<file path="src/rtl/rob_commit_ctrl.sv">
// In-order retire sequencer for the paired (even/odd) ROB completion-status file.
// Optional build macro ROB_COMMIT_WATCHDOG_EN adds a sticky no-retire hang detector.
module rob_commit_ctrl #(
    parameter int ROB_PAIRS = 16,
`ifdef ROB_COMMIT_WATCHDOG_EN
    parameter int WDOG_LIMIT = 1024,
`endif
    localparam int PTR_W = $clog2(ROB_PAIRS),
    localparam int IDX_W = PTR_W + 1
) (
    input  logic             cpu_clk_i,
    input  logic             cpu_rst_i,
    input  logic             flush_i,
    input  logic             disp_valid_i,
    input  logic [1:0]       disp_mask_i,
    output logic             disp_ready_o,
    output logic [IDX_W-1:0] disp_rob_idx_o,
    output logic [IDX_W-1:0] rob0_status_o,
    output logic [IDX_W-1:0] rob1_status_o,
    input  logic             rob0_done_i,
    input  logic             rob0_call_i,
    input  logic             rob0_ret_i,
    input  logic             rob1_done_i,
    input  logic             rob1_call_i,
    input  logic             rob1_ret_i,
    input  logic             commit_stall_i,
    output logic             commit0_o,
    output logic             commit1_o,
    output logic [1:0]       ras_push_o,
    output logic [1:0]       ras_pop_o,
    output logic [1:0]       retired_cnt_o,
    output logic             rob_empty_o,
    output logic             wdog_hang_o
);

    localparam int CNT_W = PTR_W + 1;

    logic [PTR_W-1:0]     hd_reg, hd_next;
    logic [PTR_W-1:0]     tl_reg, tl_next;
    logic [CNT_W-1:0]     cnt_reg, cnt_next;
    logic [ROB_PAIRS-1:0] vld0_reg, vld0_next;
    logic [ROB_PAIRS-1:0] vld1_reg, vld1_next;

    logic head_vld0;
    logic head_vld1;
    logic act;
    logic ok0;
    logic accept;
    logic pair_retire;

    assign head_vld0 = vld0_reg[hd_reg];
    assign head_vld1 = vld1_reg[hd_reg];

    // Ready looks only at registered occupancy, so a full ROB never accepts even while retiring.
    assign disp_ready_o   = (cnt_reg != CNT_W'(ROB_PAIRS));
    assign rob_empty_o    = (cnt_reg == '0);
    assign disp_rob_idx_o = {tl_reg, 1'b0};
    assign rob0_status_o  = {hd_reg, 1'b0};
    assign rob1_status_o  = {hd_reg, 1'b1};

    assign act         = !rob_empty_o && !commit_stall_i && !flush_i;
    assign ok0         = !head_vld0 || rob0_done_i;
    assign commit0_o   = act && head_vld0 && rob0_done_i;
    assign commit1_o   = act && head_vld1 && rob1_done_i && ok0;
    assign pair_retire = act && ok0 && (!head_vld1 || commit1_o);
    assign accept      = disp_valid_i && disp_ready_o && (disp_mask_i != 2'b00) && !flush_i;

    assign ras_push_o    = {commit1_o && rob1_call_i, commit0_o && rob0_call_i};
    assign ras_pop_o     = {commit1_o && rob1_ret_i,  commit0_o && rob0_ret_i};
    assign retired_cnt_o = {commit0_o && commit1_o, commit0_o ^ commit1_o};

    always_comb begin
        hd_next  = hd_reg;
        tl_next  = tl_reg;
        cnt_next = cnt_reg;
        if (flush_i) begin
            hd_next  = '0;
            tl_next  = '0;
            cnt_next = '0;
        end else begin
            if (pair_retire) begin
                hd_next = hd_reg + PTR_W'(1);
            end
            if (accept) begin
                tl_next = tl_reg + PTR_W'(1);
            end
            if (accept && !pair_retire) begin
                cnt_next = cnt_reg + CNT_W'(1);
            end else if (!accept && pair_retire) begin
                cnt_next = cnt_reg - CNT_W'(1);
            end
        end
    end

    // An accepting slot is never the retiring head: accept needs non-full, retire needs non-empty,
    // and tl==hd only at those extremes.
    generate
        for (genvar gi = 0; gi < ROB_PAIRS; gi++) begin : g_slot
            logic sel_tl;
            logic sel_hd;
            assign sel_tl = (tl_reg == PTR_W'(gi));
            assign sel_hd = (hd_reg == PTR_W'(gi));
            assign vld0_next[gi] = flush_i                          ? 1'b0 :
                                   (accept && sel_tl)               ? disp_mask_i[0] :
                                   (sel_hd && (pair_retire || commit0_o)) ? 1'b0 :
                                   vld0_reg[gi];
            assign vld1_next[gi] = flush_i                          ? 1'b0 :
                                   (accept && sel_tl)               ? disp_mask_i[1] :
                                   (sel_hd && pair_retire)          ? 1'b0 :
                                   vld1_reg[gi];
        end
    endgenerate

    always_ff @(posedge cpu_clk_i or posedge cpu_rst_i) begin
        if (cpu_rst_i) begin
            hd_reg   <= '0;
            tl_reg   <= '0;
            cnt_reg  <= '0;
            vld0_reg <= '0;
            vld1_reg <= '0;
        end else begin
            hd_reg   <= hd_next;
            tl_reg   <= tl_next;
            cnt_reg  <= cnt_next;
            vld0_reg <= vld0_next;
            vld1_reg <= vld1_next;
        end
    end

`ifdef ROB_COMMIT_WATCHDOG_EN
    localparam int WDOG_W = $clog2(WDOG_LIMIT + 1);

    logic [WDOG_W-1:0] wdog_cnt_reg, wdog_cnt_next;
    logic              wdog_hang_reg, wdog_hang_next;
    logic              wdog_idle;

    assign wdog_idle = !rob_empty_o && (retired_cnt_o == 2'd0);

    always_comb begin
        wdog_cnt_next  = wdog_cnt_reg;
        wdog_hang_next = wdog_hang_reg;
        if (flush_i) begin
            wdog_cnt_next  = '0;
            wdog_hang_next = 1'b0;
        end else if (retired_cnt_o != 2'd0) begin
            wdog_cnt_next = '0;
        end else if (wdog_idle) begin
            // Counter saturates at the limit; the flag stays set until flush.
            if (wdog_cnt_reg != WDOG_W'(WDOG_LIMIT)) begin
                wdog_cnt_next = wdog_cnt_reg + WDOG_W'(1);
            end
            if (wdog_cnt_reg >= WDOG_W'(WDOG_LIMIT - 1)) begin
                wdog_hang_next = 1'b1;
            end
        end
    end

    always_ff @(posedge cpu_clk_i or posedge cpu_rst_i) begin
        if (cpu_rst_i) begin
            wdog_cnt_reg  <= '0;
            wdog_hang_reg <= 1'b0;
        end else begin
            wdog_cnt_reg  <= wdog_cnt_next;
            wdog_hang_reg <= wdog_hang_next;
        end
    end

    assign wdog_hang_o = wdog_hang_reg;
`else
    assign wdog_hang_o = 1'b0;
`endif

endmodule

</file>
<file path="config.mk">
export PLATFORM = sky130hd
export DESIGN_NAME = rob_commit_ctrl
export DESIGN_NICKNAME = d
export VERILOG_FILES = /design/src/rtl/rob_commit_ctrl.sv
export SDC_FILE = /design/constraint.sdc
export NUM_CORES = 1
export LEC_CHECK = 0
export ABC_AREA = 0
export BUFFER_PORTS_ARGS = -buffer_cell sky130_fd_sc_hd__buf_4
export CAP_MARGIN = 10
export CORE_ASPECT_RATIO = 0.6
export CORE_MARGIN = 5
export CORE_UTILIZATION = 45
export CTS_BUF_LIST = sky130_fd_sc_hd__clkbuf_8
export CTS_CLUSTER_DIAMETER = 80
export DETAILED_ROUTE_END_ITERATION = 12
export GPL_TIMING_DRIVEN = 0
export PLACE_DENSITY = 0.68
export SYNTH_ARGS = -nofsm -noshare
export SYNTH_HDL_FRONTEND = slang
export SYNTH_SLANG_ARGS = --single-unit
</file>
<file path="constraint.sdc">
create_clock -name cpu_clk_i -period 5.55 [get_ports cpu_clk_i]
set_clock_uncertainty 0.2 [all_clocks]
set_input_delay 0.8325 -clock cpu_clk_i [delete_from_list [all_inputs] [get_ports cpu_clk_i]]
set_output_delay 0.8325 -clock cpu_clk_i [all_outputs]
set_load 0.01 [all_outputs]
</file>
==> key figures, run 1 <==
Placed design
  – DP Area: about 3500 um2
  – Pre-CTS setup slack: 1230 ps
  – PortBufs: 34
  – RD Place Congestion: 1.00
  – Hpwl dp: 7080 um

Setup path
  – Critical Path Source Type: register
  – Worst path arrival time: 4470 ps
  – Kind of end point of the critical path: register
  – Critical-path cell list: buf_4, mux2i_1, a22oi_1, a31o_2, nor4b_4, buf_4, nand2b_1, ha_1, a21o_1, a21oi_1, xor2_1, or4_1, o211ai_1
  – Crit path largest cell delay: 720 ps
  – CP Data Required Time: 5580 ps
  – Critical path class: register to register
  – Maximum fanout along the worst path: 10
  – CP max stage cell: nor4b_4
  – Worst path most repeated cell: buf_4

Clock tree
  – Reg clk slew, reported paths: 100 ps
  – Postcts setup bufs: 0
  – Num Clock Sinks: 45
  – Total CTS buffers: 5
  – Root buffer cell: clkbuf_8
  – H-tree depth: 2
  – # hold bufs at CTS: 0
  – CTS tree: done
  – CTS Buffer Depth: 2
  – Post-CTS sizing: 0
  – Skew-Pair Late Insertion Delay: 320 ps

Timing
  – Final Max Tran Viols: 0
  – RSZ-0062 raised after global routing: no
  – Min cycle time layout: about 4400 ps
  – Hold Fails Final Rpt: 0
  – Post-Route Setup TNS: 0 ps
  – F_max: 225 MHz
  – Worst setup margin: 1110 ps
  – Hold Slack: about 330 ps
  – Headroom to the max-slew limit: 0.168
  – Final setup fails: 0
  – Final period utilization: 0.800
  – Worst Max-Slew Pin Slew: approximately 1200 ps

Yosys
  – Top-count cell post-synth: dfrtp_1
  – Post-Synthesis Cell Area: 3080 um2
  – Distinct cells, synth: 54
  – EDFF count, synth: 0
  – Ys flop type: dfrtp_1
  – Syn_area_per_cell: 9.75 um2
  – Synth top area share: 0.365
  – Top post-synthesis cells by area: dfrtp_1 37%, a32o_1 7.8%, ha_1 4.9%, mux2i_1 4.9%, nand3_1 3.7%
  – Ys async rst share: 1.00
  – Leading area contributor after synthesis: dfrtp_1
  – Ys Warns: 0
  – Synth Instances: 316
  – Synth Register Bits: 45
  – Most common library cells after synthesis: 45 x dfrtp_1, 24 x a32o_1, 23 x nand3_1
  – Seq/Total Area, Yosys: 0.365

Detailed routing
  – DR pass1 iterations: 4
  – Post-route ant nets: 0
  – Wire per inst: 21.1 um
  – Post-DR vias/cell: between 6 and 7
  – DR iter-0 viols: roughly 300
  – Via count: 2834
  – Remaining routing DRC violations: 0
  – Total Wirelength: 9470 um

Layout
  – Diodes inserted: 0
  – Fin nets: 386
  – Storage element area: around 1100 um2
  – Post-route cell area: between 3000 and 4000 um2
  – Area occupied by multi-input gates: roughly 1800 um2
  – Layout cells sized above 1: 0.194
  – Area growth from synthesis to layout: 15.9%
  – Layout fillers: 603

Power and ir drop
  – Leak Pwr: 0.00154 uW
  – PwrDens: between 200 and 300 nW/um2
  – Peak supply drop: 0.173 mV

Global route
  – First-pass GRT wire length: 14900 um
  – Grt ovf: 0
  – Tot GR Track Use: 0.229
  – Vias in the first global route: 2672
  – Largest net degree at the start of global routing: 25
  – Initial antenna violation count: 0

Floorplan
  – Die area: 8660 um2
  – Core area: 6680 um2
  – Die height: 74.1 um
  – Num rows: 23
  – Starting Density: 0.462
  – I/O Pins: 39
  – Die width: 117 um

Min path
  – Hold Crit Class: register to register

Outcome
  – Status: complete, no violations

Run
  – Max Cap Violations: 0
-- final cells by class --
cell class | count | area share
well taps | 87 | 0.0305
repair buffers | 35 | 0.0792
multi-input cells | 233 | 0.492
clock buffers | 5 | 0.0193
inverters | 9 | 0.00946
clock inverters | 3 | 0.00596
plain buffers | 31 | 0.0480
flip-flops and latches | 45 | 0.315
-- worst max-delay path: cells and delay by family (launching register included) --
family / cells / cell delay [ps]
xor+xnor: 1 / 90
flops: 1 / 550
simple gates: 3 / 1330
mux: 1 / 340
fa+ha+maj: 1 / 260
buf+inv: 2 / 610
compound gates: 5 / 940
-- routing by layer --
layer	vias to the layer above	wire length [um]	global-route usage	part of all wire
met4	0	93	0.0636	0.0098
met5	-	0	0	0
met2	179	3700	0.294	0.39
met1	1359	4310	0.347	0.46
met3	13	1370	0.0959	0.14
li1	1283	-	-	-
-- layout by cell type (no fill, tap or decap), types with 2 or more instances in the layout --
master,n
a2111oi_0,2
a211o_1,2
a211oi_1,6
a21o_1,3
a21oi_1,20
a221oi_1,2
a32o_1,24
and2_1,12
buf_2,2
buf_4,46
clkbuf_1,15
clkbuf_8,5
conb_1,4
dfrtp_1,45
ha_1,12
inv_1,8
mux2i_1,15
mux4_2,5
nand2_1,14
nand2b_1,7
nand3_1,23
nand3b_1,5
nand4_1,8
nand4b_1,2
nor2_1,21
nor3_1,8
nor4_1,2
nor4b_4,2
o211ai_1,2
o21ai_0,5
o311a_1,2
xnor2_1,3
xor2_1,2
-- cell families after synthesis --
group	count (synthesis)	synth area share
xor gates and xnor gates	5	0.0142
buffers and inverters	40	0.0666
other	2	0.00244
and+or+nand+nor	110	0.201
adders and majority gates	13	0.0552
DFF	45	0.365
AOI/OAI and AO/OA	78	0.198
muxes	23	0.0970
-- path summary, 6_finish.rpt --
path	endpoint	slack, ps	cells after the start	from
max in group asynchronous	vld0_reg[8]	4270	3	cpu_rst_i
hold / removal	vld1_reg[13]	330	1	vld1_reg[13]
min in group asynchronous	cnt_reg[3]	370	2	cpu_rst_i
setup reg to reg	cnt_reg[3]	1110	13	hd_reg[2]
setup / recovery	cnt_reg[3]	1110	13	hd_reg[2]
hold reg to reg	vld1_reg[13]	330	1	vld1_reg[13]
-- metrics by stage --
stage,utilization,total power (uW),std cells
after floorplan,-,642,318
after global placement,0.517,754,439
after detailed placement,0.521,765,440
after CTS,0.535,981,448
after global routing,0.535,1040,448
final,0.535,987,448
-- power breakdown --
part	switching, uW	leakage (uW)	total, uW	internal, uW
clock	130	0.0000445	219	89.7
combinational	228	0.000873	384	155
sequential	35.1	0.000622	384	349
No activity file was read; power rests on OpenSTA's default activity.
==> inputs of run 2 (changes only) <==
--- a/config.mk
+++ b/config.mk
@@ -15,7 +15,7 @@
 export CTS_CLUSTER_DIAMETER = 80
 export DETAILED_ROUTE_END_ITERATION = 12
 export GPL_TIMING_DRIVEN = 0
-export PLACE_DENSITY = 0.68
+export PLACE_DENSITY = 0.7
 export SYNTH_ARGS = -nofsm -noshare
 export SYNTH_HDL_FRONTEND = slang
 export SYNTH_SLANG_ARGS = --single-unit
==> constraint.sdc (replaced) <==
create_clock -name cpu_clk_i -period 3.8 [get_ports cpu_clk_i]
set_clock_uncertainty 0.2 [all_clocks]
set_input_delay 0.57 -clock cpu_clk_i [delete_from_list [all_inputs] [get_ports cpu_clk_i]]
set_output_delay 0.57 -clock cpu_clk_i [all_outputs]
set_load 0.01 [all_outputs]
==> key figures, run 2 (synthesis gave the netlist of run 1 again) <==
Detailed routing
  – DR pass1 iterations: 5
  – DR iter-0 viols: 344
  – Total Wirelength: ~9700 um
  – Remaining routing DRC violations: 0
  – Post-route ant nets: 0
  – Post-DR vias/cell: 6.38
  – Wire per inst: about 21 um
  – Via count: 2872

Layout
  – Commonest non-fill, non-tap cell in the layout: buf_4
  – Most frequent cells in the layout: 46 x buf_4, 42 x dfrtp_1, 24 x a32o_1
  – Diodes inserted: 0
  – Fin nets: 388
  – Layout cells sized above 1: 0.226
  – Area growth from synthesis to layout: 18.6%
  – Layout fillers: 602
  – Post-route cell area: 3650 um2

Setup path
  – Worst path arrival time: 3720 ps
  – Worst Setup SP: hd_reg[0]
  – Critical path class: register to register
  – Critical Path Source Type: register
  – CP Data Required Time: approximately 3800 ps
  – Launching point of the worst reg2reg path: hd_reg[0]
  – Kind of end point of the critical path: register
  – Maximum fanout along the worst path: 10

Floorplan
  – Die area: ~8700 um2
  – I/O Pins: 39
  – Starting Density: 0.462
  – Die height: 74.1 um
  – Num rows: 23
  – Die width: 117 um
  – Core area: approximately 6700 um2

Placed design
  – PortBufs: 34
  – DP Area: 3470 um2
  – Hpwl dp: approximately 7000 um
  – RD Place Congestion: around 0.98

Power and ir drop
  – PwrDens: 422 nW/um2
  – Overall power: 1540 uW
  – Leak Pwr: between 0.0015 and 0.002 uW
  – Peak supply drop: 0.213 mV

Clock tree
  – Num Clock Sinks: 45
  – Reg clk slew, reported paths: 90 ps
  – # hold bufs at CTS: 0
  – H-tree depth: 2
  – CTS tree: done
  – Root buffer cell: clkbuf_8
  – Total CTS buffers: 5
  – CTS Buffer Depth: 2
  – Skew-Pair Late Insertion Delay: 310 ps

Global route
  – First-pass GRT wire length: roughly 15000 um
  – Initial antenna violation count: 0
  – Largest net degree at the start of global routing: 32
  – Tot GR Track Use: 0.233
  – Vias in the first global route: 2711
  – Grt ovf: 0

Timing
  – Hold Fails Final Rpt: 0
  – Headroom to the max-slew limit: 0.149
  – Hold Slack: about 28 ps
  – Worst Max-Slew Pin Slew: 1270 ps
  – Min cycle time layout: 3680 ps
  – F_max: 272 MHz
  – Final period utilization: 0.969
  – Final Max Tran Viols: 0
  – Final setup fails: 0
  – Post-Route Setup TNS: 0 ps
  – RSZ-0062 raised after global routing: yes

Min path
  – Hold Crit Class: input pin to async pin

Run
  – Max Cap Violations: 0

Outcome
  – Status: complete, no violations
## run 2: through the flow
step | worst slack [ps] | util | std cells
after floorplan | 146 | - | 318
after global placement | -531 | 0.517 | 439
after detailed placement | -616 | 0.520 | 440
after CTS | 15.1 | 0.542 | 449
after global routing | -41.4 | 0.547 | 450
final | 118 | 0.547 | 450
## run 2: final timing paths
path	to	slack [ps]	depth (start not counted)
max	cnt_reg[3]	120	13
min	cnt_reg[3]	30	2
max reg2reg	cnt_reg[3]	120	13
min reg2reg	vld0_reg[12]	330	1
max in group asynchronous	hd_reg[2]	2870	3
min in group cpu_clk_i	vld0_reg[12]	330	1
## run 2: critical path, cell delays in order (launching register included)
cell,delay (ps)
dfrtp_2,440
buf_4,200
mux4_2,520
mux2i_2,240
nor3_1,110
nor4b_4,290
buf_6,210
nand2b_2,180
ha_1,240
a21o_1,190
a21oi_1,180
xor2_1,100
or4_1,410
o211ai_1,100
## run 2: repair_timing
action | in CTS | in global routing
pin swaps | 1 | 1
endpoints found under the hold margin | 0 | 0
endpoints found under the setup margin | 8 | 3
setup buffers | 1 | 1
gates resized for setup | 7 | 7
## run 2: metal layers
layer	wire [um]	GRT usage	up-vias
met5	0	0	-
met4	115	0.0598	0
met3	1210	0.0732	12
met2	3800	0.311	162
met1	4540	0.361	1408
li1	-	-	1290
## run 2: power breakdown
group | switching [uW] | total (uW) | internal (uW)
registers | 53.3 | 564 | 510
clock network | 189 | 391 | 202
logic | 345 | 588 | 242
total | 588 | 1540 | 955
## run 2: layout make-up
type | instances | area, um2 | share of cell area
Multi-Input combinational cell | 233 | 1790 | 0.490
Sequential cell | 45 | 1130 | 0.309
Timing Repair Buffer | 37 | 290 | 0.0795
Buffer | 31 | 181 | 0.0497
Tap cell | 87 | 109 | 0.0298
Clock buffer | 5 | 68.8 | 0.0188
Clock inverter | 3 | 50.0 | 0.0137
Inverter | 9 | 33.8 | 0.00925
